**config.mk**
```make
export PLATFORM = sky130hd
export DESIGN_NAME = adder_rr_scheduler
export DESIGN_NICKNAME = d
export VERILOG_FILES = /design/src/rtl/adder_rr_scheduler.sv
export SDC_FILE = /design/constraint.sdc
export NUM_CORES = 1
export LEC_CHECK = 0
export CORE_MARGIN = 4
export CORE_UTILIZATION = 49
export CTS_BUF_LIST = sky130_fd_sc_hd__clkbuf_4
export DETAILED_ROUTE_END_ITERATION = 12
export PLACE_DENSITY_LB_ADDON = 0.2
export SYNTH_ARGS = -nofsm -noshare
export SYNTH_HDL_FRONTEND = slang
export SYNTH_SLANG_ARGS = --single-unit
```
**constraint.sdc**
```tcl
create_clock -name i_clk -period 10.7 [get_ports i_clk]
set_input_delay 1.07 -clock i_clk [delete_from_list [all_inputs] [get_ports i_clk]]
set_output_delay 1.07 -clock i_clk [all_outputs]
set_load 0.01 [all_outputs]
```
**src/rtl/adder_rr_scheduler.sv**
```systemverilog
// adder_rr_scheduler: round-robin arbiter sharing one 32-bit carry-lookahead adder among NUM_REQ requesters
// Ports: i_clk/i_rst (async active-high); i_req_valid/o_req_ready + i_req_a/i_req_b (32 bits per requester);
//        o_rsp_valid/i_rsp_ready + o_rsp_sum/o_rsp_id/o_rsp_ovf response channel; o_busy high outside IDLE.
module carry_lookahead_adder (
    input  logic [31:0] a,
    input  logic [31:0] b,
    output logic [31:0] sum
);
    logic [31:0] g, p, c;
    logic        carry;
    assign g = a & b;
    assign p = a ^ b;
    // 4-bit lookahead groups; the group carry hops between groups, final carry-out is dropped
    always_comb begin
        c = '0;
        carry = 1'b0;
        for (int j = 0; j < 8; j++) begin
            c[4*j]   = carry;
            c[4*j+1] = g[4*j] | (p[4*j] & carry);
            c[4*j+2] = g[4*j+1] | (p[4*j+1] & g[4*j]) | (p[4*j+1] & p[4*j] & carry);
            c[4*j+3] = g[4*j+2] | (p[4*j+2] & g[4*j+1]) | (p[4*j+2] & p[4*j+1] & g[4*j])
                     | (p[4*j+2] & p[4*j+1] & p[4*j] & carry);
            carry    = g[4*j+3] | (p[4*j+3] & g[4*j+2]) | (p[4*j+3] & p[4*j+2] & g[4*j+1])
                     | (p[4*j+3] & p[4*j+2] & p[4*j+1] & g[4*j]) | ((&p[4*j +: 4]) & carry);
        end
    end
    assign sum = p ^ c;
endmodule

module adder_rr_scheduler #(
    parameter int NUM_REQ = 4,
    parameter int ID_W    = 2
) (
    input  logic                    i_clk,
    input  logic                    i_rst,
    input  logic [NUM_REQ-1:0]      i_req_valid,
    output logic [NUM_REQ-1:0]      o_req_ready,
    input  logic [NUM_REQ*32-1:0]   i_req_a,
    input  logic [NUM_REQ*32-1:0]   i_req_b,
    output logic                    o_rsp_valid,
    input  logic                    i_rsp_ready,
    output logic [31:0]             o_rsp_sum,
    output logic [ID_W-1:0]         o_rsp_id,
    output logic                    o_rsp_ovf,
    output logic                    o_busy
);
    typedef enum logic [1:0] {IDLE, CALC, RESP} state_t;
    state_t            state, state_nxt;
    logic [ID_W-1:0]   rr_ptr, grant_id, ptr_nxt, op_id;
    logic [NUM_REQ-1:0] grant;
    logic              found, accept;
    logic [31:0]       sel_a, sel_b, op_a, op_b, sum;
    // two passes: indices at/above rr_ptr first, then the wrapped-around lower indices
    always_comb begin
        grant = '0;
        grant_id = '0;
        found = 1'b0;
        sel_a = '0;
        sel_b = '0;
        for (int k = 0; k < NUM_REQ; k++) begin
            if (!found && i_req_valid[k] && k >= int'(rr_ptr)) begin
                found = 1'b1;
                grant[k] = 1'b1;
                grant_id = ID_W'(k);
                sel_a = i_req_a[32*k +: 32];
                sel_b = i_req_b[32*k +: 32];
            end
        end
        for (int k = 0; k < NUM_REQ; k++) begin
            if (!found && i_req_valid[k]) begin
                found = 1'b1;
                grant[k] = 1'b1;
                grant_id = ID_W'(k);
                sel_a = i_req_a[32*k +: 32];
                sel_b = i_req_b[32*k +: 32];
            end
        end
    end
    assign o_req_ready = (state == IDLE && !i_rst) ? grant : '0;
    assign accept      = |o_req_ready;
    assign ptr_nxt     = (int'(grant_id) == NUM_REQ - 1) ? '0 : grant_id + 1'b1;
    assign state_nxt   = (state == IDLE) ? (accept ? CALC : IDLE) :
                         (state == CALC) ? RESP :
                         (i_rsp_ready ? IDLE : RESP);
    carry_lookahead_adder u_cla (.a(op_a), .b(op_b), .sum(sum));
    always_ff @(posedge i_clk or posedge i_rst) begin
        if (i_rst) begin
            state       <= IDLE;
            rr_ptr      <= '0;
            op_a        <= '0;
            op_b        <= '0;
            op_id       <= '0;
            o_rsp_valid <= 1'b0;
            o_rsp_sum   <= '0;
            o_rsp_id    <= '0;
            o_rsp_ovf   <= 1'b0;
            o_busy      <= 1'b0;
        end else begin
            state       <= state_nxt;
            o_busy      <= state_nxt != IDLE;
            o_rsp_valid <= state_nxt == RESP;
            if (accept) begin
                op_a   <= sel_a;
                op_b   <= sel_b;
                op_id  <= grant_id;
                rr_ptr <= ptr_nxt;
            end
            if (state == CALC) begin
                o_rsp_sum <= sum;
                o_rsp_id  <= op_id;
                o_rsp_ovf <= (op_a[31] == op_b[31]) && (sum[31] != op_a[31]);
            end
        end
    end
endmodule

```
==> results.ini, run 1 <==
[place]
post_dp_cell_area_mm2 = 0.01077
port_buffers = 303
gp_congestion = 0.8524
pre_cts_ws_ps = 5870
dp_hpwl_um = 19430

[synthesis]
synth_fa_ha_area_share_pct = 7.129
synth_top_cell_area_share_pct = 34.83
synth-compound-area-share_pct = 39.06
synthXorXnorAreaFrac_pct = 1.937
synth.most_common_cell = dfrtp_1
synth_top_family_by_area = compound AO/OA/AOI/OAI gates
synthCells = 829
synth_edf_count = 0
avgSynthCellArea_um2 = 9.273
async_flop_share_pct = 100.0
yosys.area_share.simple_pct = 11.90
ys_warn_count = 0
yosysUniqueCellTypes = 62
synthMuxAreaShare_pct = 0
yosysTopAreaCell = dfrtp_1
ys_seq_elements = 107
synthTopCellsByCount = 107 x dfrtp_1, 68 x nand2_1, 64 x a221oi_1, 64 x a222oi_1, 52 x clkbuf_1
synth-seq-area-share_pct = 34.83
synthFlopType = dfrtp_1
synth_nets = 1131
mappedNetlistArea_mm2 = 0.007687
synthTopCellsByArea = dfrtp_1 35%, a222oi_1 8.3%, a221oi_1 7.3%

[floorplanning]
die_y_um = 133.3
ios = 304
die_w_um = 133.3
coreArea_mm2 = 0.01526
die_area_mm2 = 0.01776
initial_core_util_pct = 50.38
core.rowCount = 45

[drt]
antenna_left = 0
drt_wl_total_um = 27640
drcViolationCount = 0
drt_first_pass_iters = 6
via_count = 8678
avgViaCountPerCell = 6.748
drtIter0Drc = 1173
wl_per_cell_um = 21.49

[cts]
cts-htree-levels = 3
cts_tree = yes
postCtsHoldBufs = 0
cts_setup_buffers = 0
clk_path_buf_depth = 2
cts_num_sinks = 107
ctsResizeCount = 0
clock_latency_ps = 490
cts_root_buf = clkbuf_4
clkTransAtPathRegs_ps = 160
cts_made_buffers = 9

[pwr]
p_comb_share_pct = 66.4
p_clk_share_pct = 7.1
p_seq_share_pct = 26.5
power-per-cell-area_mw_per_mm2 = 268.8
switching_power_uw = 1352
leakage_uw = 0.004095
internal_power_uw = 1577
switching_share_pct = 46.15
ir_drop_v = 0.0002387

[sta]
layout_setup_ws_ps = 5864
fmax_mhz = 206.8
final-setup-viol-count = 0
holdWs_ps = 487.5
post-route-min-period_ps = 4836
hold_viol_final = 0
period_share_pct = 45.20
skew_ps = 16.26
rsz0062_at_grt = no
setup-tns-final_ps = 0
maxSlewViolCount = 0
slew_headroom_pct = 28.58
tightestPinTransition_ps = 1071

[global_route]
track_usage_pct = 30.07
grt_max_degree = 75
antenna_found_initial = 0
grt_pass1_wl_um = 43990
grt_pass1_vias = 8789
grt_remaining_overflow = 0

[status]
status = finished clean

[setup_path]
critPathMaxFanout = 65
critPathCaptureType = output port
crit_chain = clkdlybuf4s50_1, o21bai_1, a2bb2oi_1, nor3b_2, buf_4, nor2_1, nor2_1, clkdlybuf4s50_1
critPathArrivalTime_ps = 3770
cp-start-kind = input pin
timing.rr.start = rr_ptr[1]$_DFFE_PP0P_
worstSetupStartpoint = i_req_valid[2]
cpPeakStageDelay_ps = 660
path_class = input pin to output port
crit_path_top_delay_cell = buf_4
worstPathRequired_ps = 9630

[run]
cap_violations = 0

[layout]
fin_area_mm2 = 0.01090
fill_cells = 1169
nNetsFinal = 1372
diodes = 0
syn_to_final_growth_pct = 41.75
drive_gt1_share_pct = 4.837

[worst_hold_path]
hold_start = op_id[0]$_DFFE_PP0P_
min_path_type = flop to flop

-- worst paths after layout --
| path | end | slack, ps | cells past startpoint |
|---|---|---|---|
| max in group asynchronous | op_a[24]$_DFFE_PP0P_ | 8520 | 3 |
| worst min-delay path | o_rsp_id[0]$_DFFE_PP0N_ | 490 | 2 |
| worst max register to register | op_a[8]$_DFFE_PP0P_ | 6880 | 11 |
| worst min register to register | o_rsp_id[0]$_DFFE_PP0N_ | 490 | 2 |
| worst max-delay path | o_req_ready[0] | 5860 | 8 |
| min in group asynchronous | rr_ptr[0]$_DFFE_PP0P_ | 1020 | 2 |
-- layer usage --
metal / vias up / GRT usage, % / routed length [µm]
met1: 4152 / 38.66 / 11030
met3: 62 / 8.044 / 2822
met4: 0 / 10.74 / 741
met2: 562 / 49.07 / 13040
met5: - / 0 / 0
li1: 3902 / - / -
-- worst max-delay path, delay by kind of cell --
| kind | cells | cell delay [ps] |
|---|---|---|
| AOI/OAI and AO/OA | 2 | 380 |
| and+or+nand+nor | 3 | 490 |
| buffers and inverters | 3 | 1800 |
-- flip-flops by register name, indices dropped and copies added, names as in the netlist --
signal and cells:
o_busy 1, rr_ptr 2, op_b 32, o_rsp_valid 1, o_rsp_sum 32, o_rsp_id 2, state 2, op_a 32
o_rsp_ovf 1, op_id 2
-- cells by family after synthesis --
group	after synthesis
buffers and inverters	96
flip-flops	107
AND/OR/NAND/NOR	192
AO/OA/AOI/OAI	378
adder cells (fa/ha/maj)	39
XOR/XNOR	17
-- placed cells by master (no fill, tap or decap), types with 4 or more instances in the layout --
master / synthesis / routed
a31oi_1: 35 / 35
a221oi_1: 64 / 64
nand2_1: 68 / 68
o211ai_1: 36 / 36
nand3_1: 6 / 6
or3_1: 32 / 32
a21o_1: 8 / 8
clkdlybuf4s50_1: 0 / 303
buf_4: 1 / 12
dfrtp_1: 107 / 107
o22ai_1: 31 / 31
a21oi_1: 17 / 17
o21ai_1: 5 / 4
o31ai_1: 4 / 4
clkbuf_4: 0 / 10
o21a_1: 34 / 34
nor2_1: 51 / 50
xnor2_1: 13 / 13
o21ai_0: 20 / 20
ha_1: 31 / 31
nor3_1: 4 / 4
fa_1: 8 / 8
xor2_1: 4 / 4
a222oi_1: 64 / 64
o221ai_1: 33 / 33
inv_1: 8 / 7
o21bai_1: 4 / 4
-- area by class of cell --
cell class	count	area (µm²)	share of cell area, %
Timing Repair Buffer	315	3123	28.66
Sequential cell	107	2678	24.57
Tap cell	211	264.0	2.423
Clock inverter	6	56.30	0.5167
Inverter	11	46.29	0.4248
Clock buffer	10	75.07	0.6889
Multi-Input combinational cell	626	4654	42.71
-- power by group through the flow --
stage          clock network (µW)  registers, µW  logic (µW)
5_1_grt                       227            800        2150
2_1_floorplan                   0            759        1340
3_5_place_dp                    0            781        1920
4_1_cts                       210            773        1930
6_report                      207            776        1950
3_3_place_gp                    0            777        1860
-- metrics by stage --
stage	cells	util, %	power [µW]
after global routing	1286	71.41	3179
after detailed placement	1270	70.55	2702
final	1286	71.41	2929
after global placement	1270	70.55	2635
after floorplan	829	-	2099
after CTS	1286	71.41	2916
Power figures use the tool's default switching activity.
==> run 2: changes to the inputs <==
--- a/config.mk
+++ b/config.mk
@@ -6,7 +6,7 @@
 export NUM_CORES = 1
 export LEC_CHECK = 0
 export CORE_MARGIN = 4
-export CORE_UTILIZATION = 49
+export CORE_UTILIZATION = 41
 export CTS_BUF_LIST = sky130_fd_sc_hd__clkbuf_4
 export DETAILED_ROUTE_END_ITERATION = 12
 export PLACE_DENSITY_LB_ADDON = 0.2
==> constraint.sdc (replaced) <==
create_clock -name i_clk -period 4.2 [get_ports i_clk]
set_input_delay 0.42 -clock i_clk [delete_from_list [all_inputs] [get_ports i_clk]]
set_output_delay 0.42 -clock i_clk [all_outputs]
set_load 0.01 [all_outputs]
==> results.ini, run 2 (synthesis results as in run 1) <==
[status]
status = finished with violations
failed_checks = DRC

[cts]
postCtsHoldBufs = 0  ; unchanged
cts_root_buf = clkbuf_4
clk_path_buf_depth = 2  ; unchanged
clkTransAtPathRegs_ps = 170  ; about the same
cts_made_buffers = 9  ; unchanged
cts_setup_buffers = 0  ; unchanged
ctsResizeCount = 0  ; unchanged
cts_tree = yes
cts-htree-levels = 3  ; unchanged
cts_num_sinks = 107  ; unchanged
clock_latency_ps = 480  ; about the same

[layout]
layout_commonest_cell = clkdlybuf4s50_1
syn_to_final_growth_pct = 43.38
fin_area_mm2 = 0.01102  ; +1.1%
drive_gt1_share_pct = 5.097  ; +0.26 points
layout_common_cells = 303 x clkdlybuf4s50_1, 107 x dfrtp_1, 68 x nand2_1
fill_cells = 1613  ; +38%
seq_area_mm2 = 0.002678  ; unchanged
nNetsFinal = 1376  ; +0.29%
reg_top3 = o_rsp_sum x32, op_a x32, op_b x32
multi_input_area_mm2 = 0.004654  ; unchanged

[pwr]
power.total_uw = 7590  ; +160%
power-per-cell-area_mw_per_mm2 = 688.6  ; +160%
leakage_uw = 0.004129  ; +0.82%
ir_drop_v = 0.0003530  ; +48%

[setup_path]
r2r_cells = 12  ; +1
critPathCaptureType = output port
critPathMaxFanout = 65  ; unchanged
r2r_slack_ps = 930  ; -5950 ps
critPathArrivalTime_ps = 2900  ; -870 ps
r2r-end = o_rsp_sum[29]$_DFFE_PP0N_
timing.rr.start = op_a[9]$_DFFE_PP0P_
path_class = flop to output port
worstPathRequired_ps = 3780  ; -5850 ps
cp-start-kind = flop

[global_route]
grt_pass1_vias = 8780  ; -0.10%
grt_remaining_overflow = 0  ; unchanged
grt_max_degree = 81  ; +8.0%
grt_pass1_wl_um = 46510  ; +5.7%
track_usage_pct = 26.61  ; -3.5 points
antenna_found_initial = 1  ; +1

[place]
port_buffers = 303  ; unchanged
pre_cts_ws_ps = 961.0  ; -4908 ps
dp_hpwl_um = 20280  ; +4.4%
post_dp_cell_area_mm2 = 0.01086  ; +0.85%
gp_congestion = 0.8479  ; -0.53%

[worst_hold_path]
min_path_type = flop to flop
hold_end = o_rsp_sum[4]$_DFFE_PP0N_
holdPathStages = 2  ; unchanged
hold_start = o_rsp_sum[4]$_DFFE_PP0N_

[drt]
drcViolationCount = 1  ; +1
wl_per_cell_um = 22.04  ; +2.6%
drt_wl_total_um = 28870  ; +4.5%
avgViaCountPerCell = 6.521  ; -3.4%
drtIter0Drc = 939  ; -20%
via_count = 8542  ; -1.6%
drt_first_pass_iters = 13  ; +7
antenna_left = 0  ; unchanged

[sta]
holdWs_ps = 494.0  ; +6.495 ps
tightestPinTransition_ps = 1105  ; +33.38 ps
hold_viol_final = 0  ; unchanged
rsz0062_at_grt = no
maxSlewViolCount = 0  ; unchanged
period_share_pct = 78.96
setup-tns-final_ps = 0  ; unchanged
layout_setup_ws_ps = 883.5  ; -4980 ps
final-setup-viol-count = 0  ; unchanged
post-route-min-period_ps = 3316
fmax_mhz = 301.5
skew_ps = 18.40  ; +2.149 ps
slew_headroom_pct = 26.36  ; -2.2 points

[run]
cap_violations = 0  ; unchanged

[floorplanning]
initial_core_util_pct = 42.22  ; -8.2 points
die_y_um = 144.9  ; +8.8%
ios = 304  ; unchanged
core.rowCount = 49  ; +8.9%
coreArea_mm2 = 0.01821  ; +19%
die_area_mm2 = 0.02100  ; +18%
die_w_um = 144.9  ; +8.8%

-- run 2: changes by cell type in the layout (fill, tap and decap cells not counted), sizes merged --
cell / previous run / this run
buf: 12 / 16
bufinv: 1 / 2
clkbuf: 10 / 9
clkinvlp: 1 / 2
diode: 0 / 2
inv: 11 / 10
-- run 2: how the worst max path moves through the flow --
stage | depth (start not counted) | start | slack [ps] | end
global route | 6 | rr_ptr[0]$_DFFE_PP0P_ | 680 | o_req_ready[0]
global placement | 6 | i_req_valid[0] | 990 | o_req_ready[0]
CTS | 6 | rr_ptr[0]$_DFFE_PP0P_ | 860 | o_req_ready[0]
floorplan | 8 | i_rst | 710 | rr_ptr[0]$_DFFE_PP0P_
detailed placement | 6 | i_req_valid[0] | 960 | o_req_ready[0]
finish | 6 | rr_ptr[0]$_DFFE_PP0P_ | 880 | o_req_ready[0]
-- run 2: cell type report --
cell class / count / share of cell area, %
Clock inverter: 7 / 0.8401
Clock buffer: 9 / 0.6130
Multi-Input combinational cell: 626 / 42.23
Antenna cell: 2 / 0.04541
Timing Repair Buffer: 319 / 28.95
Inverter: 11 / 0.4314
Sequential cell: 107 / 24.29
Tap cell: 229 / 2.600
-- run 2: routing by layer --
layer | part of all wire, % | global-route usage, % | up-vias
met5 | 0 | 0 | -
met4 | 2.0 | 8.694 | 0
met3 | 9.0 | 5.457 | 46
met2 | 46 | 43.00 | 510
met1 | 43 | 36.02 | 4071
li1 | - | - | 3915
-- run 2: report_power, final --
part           switching, µW  total (µW)  internal, µW
Sequential               408        1960          1560
Clock                    352         592           240
Combinational           2710        5030          2320
-- run 2: worst max-delay path, cell delays in order, from the launching register on --
cell and delay (ps):
dfrtp_1 490, inv_2 100, and3_2 250, buf_4 620
nor2_1 120, nor2_1 220, clkdlybuf4s50_1 600
-- run 2: metrics by stage --
stage	instances	utilization (%)
after floorplan	829	-
after global placement	1292	59.62
after detailed placement	1292	59.62
after CTS	1308	60.50
after global routing	1310	60.53
final	1310	60.53
==> run 3: changes to the inputs <==
==> constraint.sdc (replaced) <==
create_clock -name i_clk -period 3 [get_ports i_clk]
set_input_delay 0.3 -clock i_clk [delete_from_list [all_inputs] [get_ports i_clk]]
set_output_delay 0.3 -clock i_clk [all_outputs]
set_load 0.01 [all_outputs]
==> results.ini, run 3 (synthesis results as in run 1) <==
[cts]
cts-htree-levels = 3  ; unchanged
clock_latency_ps = 460  ; -20 ps
cts_root_buf = clkbuf_4
clkTransAtPathRegs_ps = 150  ; -20 ps
cts_made_buffers = 9  ; unchanged
cts_num_sinks = 107  ; unchanged
clk_path_buf_depth = 2  ; unchanged
cts_tree = yes

[floorplanning]
die_y_um = 144.9  ; unchanged
initial_core_util_pct = 42.22  ; unchanged
ios = 304  ; unchanged
core.rowCount = 49  ; unchanged
die_area_mm2 = 0.02100  ; unchanged
coreArea_mm2 = 0.01821  ; unchanged
die_w_um = 144.9  ; unchanged

[setup_path]
crit_path_top_delay_cell = dfrtp_1
cp_top_family = compound AO/OA/AOI/OAI gates
critPathArrivalTime_ps = 3130  ; +230 ps
critPathMaxFanout = 3  ; -95%
critPathCaptureType = flop
cp-start-kind = flop
timing.critical_path.buf_inv = 1  ; -2
path_class = flop to flop
worstPathRequired_ps = 3330  ; -450 ps
crit_chain = ha_1, a21oi_2, nor3_2, o21ai_2, a21boi_2, o2111ai_2, buf_4, nand3b_1, a21o_1, fa_1, xnor2_1, o21ai_0
cpPeakStageDelay_ps = 440  ; -180 ps

[sta]
holdWs_ps = 405.9  ; -88.10 ps
layout_setup_ws_ps = 204.9  ; -678.6 ps
slew_headroom_pct = 47.49  ; +21 points
final-setup-viol-count = 0  ; unchanged
fmax_mhz = 357.8
period_share_pct = 93.17
tightestPinTransition_ps = 787.6  ; -317.0 ps
skew_ps = 18.03  ; -0.3701 ps
maxSlewViolCount = 0  ; unchanged
post-route-min-period_ps = 2795
hold_viol_final = 0  ; unchanged

[place]
port_buffers = 303  ; unchanged
pre_cts_ws_ps = -89.71  ; -1051 ps
dp_hpwl_um = 21350  ; +5.3%
gp_congestion = 0.9063  ; +6.9%
post_dp_cell_area_mm2 = 0.01103  ; +1.6%

[global_route]
grt_pass1_wl_um = 47740  ; +2.7%
grt_pass1_vias = 8754  ; -0.30%
antenna_found_initial = 2  ; +1
track_usage_pct = 27.57  ; +0.96 points
grt_remaining_overflow = 0  ; unchanged
grt_max_degree = 67  ; -17%

[pwr]
power.total_uw = 11010  ; +45%
power-per-cell-area_mw_per_mm2 = 977.3  ; +42%
ir_drop_v = 0.0004918  ; +39%
leakage_uw = 0.004229  ; +2.4%

[layout]
layout_common_cells = 303 x clkdlybuf4s50_1, 107 x dfrtp_1, 68 x nand2_1
nNetsFinal = 1394  ; +1.3%
fill_cells = 1617  ; +0.25%
fin_area_mm2 = 0.01126  ; +2.2%
drive_gt1_share_pct = 7.573  ; +2.5 points
reg_top3 = o_rsp_sum x32, op_a x32, op_b x32
syn_to_final_growth_pct = 46.50
layout_commonest_cell = clkdlybuf4s50_1

[worst_hold_path]
min_path_type = input pin to flop

[run]
cap_violations = 0  ; unchanged

[drt]
antenna_left = 0  ; unchanged
via_count = 8647  ; +1.2%
avgViaCountPerCell = 6.521  ; about the same
wl_per_cell_um = 22.68  ; +2.9%
drcViolationCount = 0  ; -1
drt_first_pass_iters = 9  ; -4
drtIter0Drc = 975  ; +3.8%
drt_wl_total_um = 30080  ; +4.2%

[status]
status = finished clean

-- run 3: changes by cell type in the layout (fill, tap and decap cells not counted), moves of 2 or more --
cell | previous run | this run
buf_12 | 3 | 9
nor3_2 | 1 | 3
ha_4 | 0 | 2
nor3_1 | 4 | 2
a21oi_1 | 17 | 12
clkinv_4 | 2 | 0
ha_1 | 31 | 29
buf_4 | 13 | 25
a21oi_2 | 2 | 7
-- run 3: metal layers --
| layer | vias up | track usage (%) | wire (µm) |
|---|---|---|---|
| li1 | 3947 | - | - |
| met1 | 4191 | 37.94 | 12890 |
| met5 | - | 0 | 0 |
| met3 | 40 | 5.893 | 2654 |
| met2 | 469 | 44.58 | 13990 |
| met4 | 0 | 7.078 | 541 |
-- run 3: area by class of cell --
type                            instances  area, µm²  share of cell area (%)
Tap cell                              229      286.5                   2.544
Clock buffer                           10      75.07                  0.6666
Inverter                               11      47.55                  0.4222
Antenna cell                            1      2.502                 0.02222
Timing Repair Buffer                  337       3401                   30.20
Sequential cell                       107       2678                   23.78
Multi-Input combinational cell        626       4718                   41.90
Clock inverter                          5      53.80                  0.4777
-- run 3: path summary, 6_finish.rpt --
check                                              start                         to  slack (ps)  cells after the start
max in group asynchronous                          i_rst      rr_ptr[1]$_DFFE_PP0P_        1340                      4
worst max-delay path                 op_a[1]$_DFFE_PP0P_  o_rsp_sum[25]$_DFFE_PP0N_         200                     12
worst min register to register  o_rsp_sum[4]$_DFFE_PP0N_   o_rsp_sum[4]$_DFFE_PP0N_         500                      2
min in group asynchronous                          i_rst        op_b[6]$_DFFE_PP0P_         440                      3
worst min-delay path                         i_rsp_ready      o_rsp_valid$_DFF_PP0_         410                      2
worst max register to register       op_a[1]$_DFFE_PP0P_  o_rsp_sum[25]$_DFFE_PP0N_         200                     12
-- run 3: through the flow --
stage	util [%]	std cells	setup TNS, ps
2_1_floorplan	-	829	-23730
3_3_place_gp	60.57	1305	-4.240
3_5_place_dp	60.57	1305	-89.71
4_1_cts	61.33	1320	0
5_1_grt	61.85	1326	-43.37
6_report	61.85	1326	0
-- run 3: timing repair --
item / in CTS / in global routing
endpoints found under the setup margin: 2 / 3
resized for setup: 2 / 11
pin swaps: 0 / 10
setup buffers: 0 / 5
hold buffers: 0 / 0
-- run 3: power breakdown --
part / total [µW] / switching, µW / internal [µW]
registers: 2710 / 531 / 2180
clock network: 732 / 474 / 258
logic: 7570 / 4050 / 3520
total: 11000 / 5050 / 5950
